===== config.mk =====
export PLATFORM = sky130hd
export DESIGN_NAME = fft_input_loader
export DESIGN_NICKNAME = d
export VERILOG_FILES = /design/src/rtl/fft_pkg.sv /design/src/rtl/fft_loader_bank.sv /design/src/rtl/fft_input_loader.sv
export SDC_FILE = /design/constraint.sdc
export NUM_CORES = 2
export LEC_CHECK = 0
export BUFFER_PORTS_ARGS = -buffer_cell sky130_fd_sc_hd__buf_2
export CORE_MARGIN = 2
export CORE_UTILIZATION = 55
export CTS_CLUSTER_DIAMETER = 200
export DETAILED_ROUTE_END_ITERATION = 6
export PLACE_DENSITY = 0.73
export SETUP_SLACK_MARGIN = 0.1
export SYNTH_ARGS = -nofsm -noshare
export SYNTH_HDL_FRONTEND = slang
export SYNTH_SLANG_ARGS = --single-unit

===== constraint.sdc =====
create_clock -name clk -period 2.71 [get_ports clk]
set_clock_uncertainty 0.15 [all_clocks]
set_input_delay 0.4065 -clock clk [delete_from_list [all_inputs] [get_ports clk]]
set_output_delay 0.4065 -clock clk [all_outputs]
set_load 0.05 [all_outputs]

===== src/rtl/fft_pkg.sv =====
// Shared definitions for the fft input loader: FSM state encoding and default
// frame geometry.
package fft_pkg;
    typedef enum logic [1:0] {
        IDLE = 2'd0,
        FILL = 2'd1,
        SEND = 2'd2,
        GAP  = 2'd3
    } state_t;

    localparam int WORDSIZE_DEF   = 16;
    localparam int NUMSAMPLES_DEF = 256;
    localparam int ADDRSIZE_DEF   = $clog2(NUMSAMPLES_DEF / 4);
endpackage


===== src/rtl/fft_loader_bank.sv =====
// One quarter-frame sample bank: synchronous write, registered read that holds
// its value whenever no read is requested.
module fft_loader_bank #(
    parameter int WORDSIZE = 16,
    parameter int ADDRSIZE = 6
) (
    input  logic                clk,
    input  logic                rst,
    input  logic                we,
    input  logic [ADDRSIZE-1:0] waddr,
    input  logic [WORDSIZE-1:0] wdata,
    input  logic                re,
    input  logic [ADDRSIZE-1:0] raddr,
    output logic [WORDSIZE-1:0] rdata
);
    logic [WORDSIZE-1:0] mem [0:(1<<ADDRSIZE)-1];

    always_ff @(posedge clk) begin
        if (we) mem[waddr] <= wdata;
    end

    always_ff @(posedge clk) begin
        if (rst)     rdata <= '0;
        else if (re) rdata <= mem[raddr];
    end
endmodule


===== src/rtl/fft_input_loader.sv =====
// Buffers one serial frame into four banks, then bursts it to fft stage 0 as
// N/4 four-lane beats holding radix-4 butterfly inputs.
module fft_input_loader
    import fft_pkg::*;
#(
    parameter int WORDSIZE   = WORDSIZE_DEF,
    parameter int NUMSAMPLES = NUMSAMPLES_DEF,
    parameter int ADDRSIZE   = ADDRSIZE_DEF,
    parameter int GAPCYCLES  = 2
) (
    input  logic                clk,
    input  logic                rst,
    input  logic                en,
    input  logic                in_valid,
    input  logic [WORDSIZE-1:0] in_data,
    output logic                in_ready,
    output logic                wr_en,
    output logic [WORDSIZE-1:0] data_out0,
    output logic [WORDSIZE-1:0] data_out1,
    output logic [WORDSIZE-1:0] data_out2,
    output logic [WORDSIZE-1:0] data_out3,
    output logic                busy,
    output logic                frame_done
);
    localparam int LOGN = $clog2(NUMSAMPLES);
    localparam int GAPW = (GAPCYCLES > 1) ? $clog2(GAPCYCLES) : 1;

    state_t              state;
    logic [LOGN-1:0]     fill_cnt;
    logic [ADDRSIZE-1:0] send_cnt;
    logic [GAPW-1:0]     gap_cnt;
    logic                accept;
    logic                sending;
    logic [WORDSIZE-1:0] lane [4];

    assign in_ready = (state == FILL);
    assign accept   = in_valid & in_ready;
    assign sending  = (state == SEND);
    assign busy     = (state != IDLE);

    always_ff @(posedge clk) begin
        if (rst) begin
            state      <= IDLE;
            fill_cnt   <= '0;
            send_cnt   <= '0;
            gap_cnt    <= '0;
            wr_en      <= 1'b0;
            frame_done <= 1'b0;
        end else begin
            // Bank reads land one cycle after the address, so wr_en trails SEND by one.
            wr_en      <= sending;
            frame_done <= wr_en & ~sending;
            case (state)
                IDLE: if (en) state <= FILL;
                FILL: if (accept) begin
                    fill_cnt <= fill_cnt + 1'b1;
                    if (&fill_cnt) state <= SEND;
                end
                SEND: begin
                    send_cnt <= send_cnt + 1'b1;
                    if (&send_cnt) state <= GAP;
                end
                GAP: begin
                    if (gap_cnt == GAPW'(GAPCYCLES - 1)) begin
                        gap_cnt <= '0;
                        state   <= en ? FILL : IDLE;
                    end else begin
                        gap_cnt <= gap_cnt + 1'b1;
                    end
                end
                default: state <= IDLE;
            endcase
        end
    end

    // Top two bits of the sample index pick the bank, so beat j gathers x[j + b*N/4].
    for (genvar b = 0; b < 4; b++) begin : g_bank
        fft_loader_bank #(
            .WORDSIZE(WORDSIZE),
            .ADDRSIZE(ADDRSIZE)
        ) u_bank (
            .clk  (clk),
            .rst  (rst),
            .we   (accept && (fill_cnt[LOGN-1 -: 2] == 2'(b))),
            .waddr(fill_cnt[ADDRSIZE-1:0]),
            .wdata(in_data),
            .re   (sending),
            .raddr(send_cnt),
            .rdata(lane[b])
        );
    end

    assign data_out0 = lane[0];
    assign data_out1 = lane[1];
    assign data_out2 = lane[2];
    assign data_out3 = lane[3];
endmodule


==> summary.md <==
| Metric | Value |
|---|---|
| Dominant cells by area after synthesis | edfxtp_1 76%, mux4_2 8.8%, mux2i_1 5.4% |
| Height of the chip | ~550 um |
| Grt ovf | 0 |
| RSZ-0062 raised after global routing | true |
| Hold crit path type | input port to flop |
| Syn_area_per_cell | about 20 um2 |
| Syn Inst Count | 7910 |
| Setup CP Type | flop to flop |
| Clock slew at reported path FFs | around 0.060 ns |
| Grt met1 use | 0.4402 |
| Power density cells | 803.2 mW/mm2 |
| Fmax | between 300 and 400 MHz |
| Post-DRT Antenna Nets | 0 |
| Final core occ | 0.6793 |
| Post-synthesis cell area | about 0.16 mm2 |
| Clk sinks | between 4000 and 5000 |
| Final WL | between 400000 and 500000 um |
| Post-synth EDFFs | roughly 4000 |
| Failing checks | DRC, setup timing |
| Syn nets | about 8000 |
| DIE AREA | roughly 0.3 mm2 |
| Fin crit share | 1.103 |
| R2r setup slk | -0.28 ns |
| Commonest non-fill, non-tap cells in the layout | 4096 x edfxtp_1, 825 x mux2i_1, 690 x buf_4 |
| Post-Layout Cell Count | between 10000 and 15000 |
| Synth Area in XOR/XNOR | 0.0005434 |
| Total Power | 159.0 mW |
| Vias | between 90000 and 100k |
| Slew margin rel. | 0.3147 |
| Post-Synth Adder-Cell Area | 0.0005434 |
| Comb pwr share | 0.195 |
| Yosys top cell by area | edfxtp_1 |
| Fraction of layout cells with a size suffix above 1 | 0.3480 |
| Switching Share | 0.2594 |
| Yosys warning count | 0 |
| Met2 Usage GRT | 0.4905 |
| Global-route usage over all layers | 0.3217 |
| Top_reg_cell synth | edfxtp_1 |
| Pre-Repair DR Iteration Count | 7 |
| Synth Area in Compound Gates | 0.03825 |
| Top cell type's share of synthesized area | 0.7631 |
| I/O pins | between 80 and 90 |
| Worst reg2reg path depth | 8 |
| Net Sw Power | about 41 mW |
| DRC viols | 5 |
| Area grow syn2layout | 22.78% |
| Largest family of logic cells by synthesized area | multiplexers |
| Worst path required time | around 3.3 ns |
| Netlist cell types | 62 |
| Status | finished, violations left |
| Commonest non-fill, non-tap cell in the layout | edfxtp_1 |
| FF-to-FF Start | send_cnt[1]$_SDFFE_PP0N_ |
| CTS tree | done |
| Most used routing layer | met2 |
| Worst setup margin | -0.2796 ns |
| Worst slew pin tran | approximately 1 ns |
| Leak Pwr | just over 60 nW |
| VDD IR max | approximately 0.76 mV |
| Initial DRC Count | between 15000 and 20000 |
| # setup viols final | between 50 and 60 |
| CTS Buf Count | between 400 and 500 |
| Nets | between 9000 and 10000 |
| Via/cell ratio | 6.766 |
| Hold Fails Final Rpt | 0 |
| Crit path to | g_bank[3].u_bank.rdata[8]$_SDFFE_PP0N_ |
| Vias in the first global route | approximately 89000 |
| Max-cap check violation count | 0 |
| CP Launch Type | flop |
| Initial antenna violation count | 26 |
| Root buffer cell | clkbuf_16 |
| Crit path from | send_cnt[1]$_SDFFE_PP0N_ |
| Post-synthesis mux area share | 0.1470 |
| Max Slew Vio Count | 0 |
| Quantity of I/O buffers inserted on ports | 87 |
| GP Congestion | 0.8946 |
| DP HPWL | about 290000 um |
| Worst-path maximum fanout | 15 |
| Share of power burned in registers | 0.456 |
| Routed WL per cell | roughly 36 um |
| Crit. End Element | flop |
| Internal | approximately 120 mW |
| Fin crit period | 2.990 ns |
| Register area share after synthesis | 0.7734 |
| Chip Width | roughly 550 um |
| CP Data Arrival Time | 3.58 ns |
| Core box area | slightly below 0.3 mm2 |
| Ys async rst share | 0 |
| First-pass GRT wire length | 676700 um |
| Clk network pwr share | 0.349 |
| Count of state elements after synthesis | 4179 |
| CTS max path bufs | 4 |
| Placed insts | around 12000 |
| Post-Synth Simple-Gate Area | 0.02224 |
| Worst-skew pair later-pin latency | between 0.9 and 1 ns |
| Hold_ws | approximately 0.055 ns |
| FF-to-FF End | g_bank[3].u_bank.rdata[8]$_SDFFE_PP0N_ |
| Largest net degree at the start of global routing | 100 |
| Initial core utilization | 0.5533 |
| Met3 GRT Util | 0.07311 |
| Row cnt | between 150 and 200 |
| H-tree depth | 5 |
-- timing repair --
action | 4_1_cts | 5_1_grt
endpoints found under the hold margin | 977 | 0
resized for setup | 617 | 328
endpoints found under the setup margin | 608 | 491
cloned | 48 | 13
pin swaps | 147 | 182
hold buffers | 18 | 0
buffers inserted | 142 | 113
-- Yosys cell counts (46+ instances only) --
master	number
edfxtp_1	4096
nand2_1	224
a31oi_1	46
buf_4	78
buf_6	62
o221ai_1	75
clkbuf_1	200
a221oi_1	46
nor2_1	377
a21oi_1	87
o21ai_0	49
buf_2	107
mux4_2	632
dfxtp_1	83
mux2_2	72
mux2i_1	865
nand3_1	127
a22oi_1	354
-- cells by family after synthesis --
kind of cell,count (synthesis)
flops,4179
simple gates,830
fa+ha+maj,7
buf+inv,492
mux,1569
xor+xnor,10
compound gates,823
-- power groups by stage --
stage	sequential, mW	clock [mW]	combinational (mW)
2_1_floorplan	74.1	0	13.2
6_report	72.4	55.5	31.0
3_3_place_gp	73.8	0	22.5
3_5_place_dp	73.8	0	22.9
5_1_grt	72.3	58.0	31.9
4_1_cts	72.3	55.4	28.2
-- per-layer routing --
layer	routed length, um	share of wire	vias up
li1	-	-	35487
met1	168500	0.34	46871
met2	228100	0.46	7502
met3	65690	0.13	1279
met4	28910	0.059	16
met5	82	0.00017	-
-- worst min path at each step --
stage                               from                                    end  slack, ns  cells after the start
floorplan           gap_cnt$_SDFFE_PP0N_                   gap_cnt$_SDFFE_PP0N_       0.33                      2
global placement        wr_en$_SDFF_PP0_                  frame_done$_SDFF_PP0_       0.28                      1
detailed placement      wr_en$_SDFF_PP0_                  frame_done$_SDFF_PP0_       0.31                      1
CTS                           in_data[8]  g_bank[3].u_bank.mem[50][8]$_DFFE_PP_      0.006                      1
global route                  in_data[8]  g_bank[3].u_bank.mem[48][8]$_DFFE_PP_       0.04                      1
finish                        in_data[8]  g_bank[3].u_bank.mem[48][8]$_DFFE_PP_       0.06                      1
-- sequential cells by signal, summed over array words and instances, names as in the netlist --
name and count:
gap_cnt 1, g_bank.u_bank.rdata 64, frame_done 1, wr_en 1, state 2, g_bank.u_bank.mem 4096
fill_cnt 8, send_cnt 6
-- critical path: stages, from the launching register on --
cell and delay [ns]:
dfxtp_4 0.43, buf_12 0.15, buf_4 0.13, and2_4 0.28, buf_12 0.22, a22o_1 0.18, a221oi_2 0.06, a2111oi_4 0.96
a211oi_2 0.21
-- final cells by class --
cell class | count | area [um2]
diodes | 10 | 25.02
clock buffers | 489 | 10500
clock inverters | 235 | 2310
fillers | 17196 | 93430
inverters | 10 | 40.04
multi-input cells | 3239 | 37450
flip-flops and latches | 4179 | 124700
well taps | 3900 | 4880
repair buffers | 1410 | 18000
-- stage by stage --
| step | cell area (um2) | TNS (ns) | setup slack, ns |
|---|---|---|---|
| 2_1_floorplan | 161600 | -0.008761 | -0.00009126 |
| 3_3_place_gp | 176700 | -27.49 | -1.216 |
| 3_5_place_dp | 176700 | -31.25 | -1.159 |
| 4_1_cts | 195200 | -1.314 | -0.1140 |
| 5_1_grt | 197900 | -8.056 | -0.3381 |
| 6_report | 197900 | -5.935 | -0.2796 |
No activity file was read; power rests on OpenSTA's default activity.
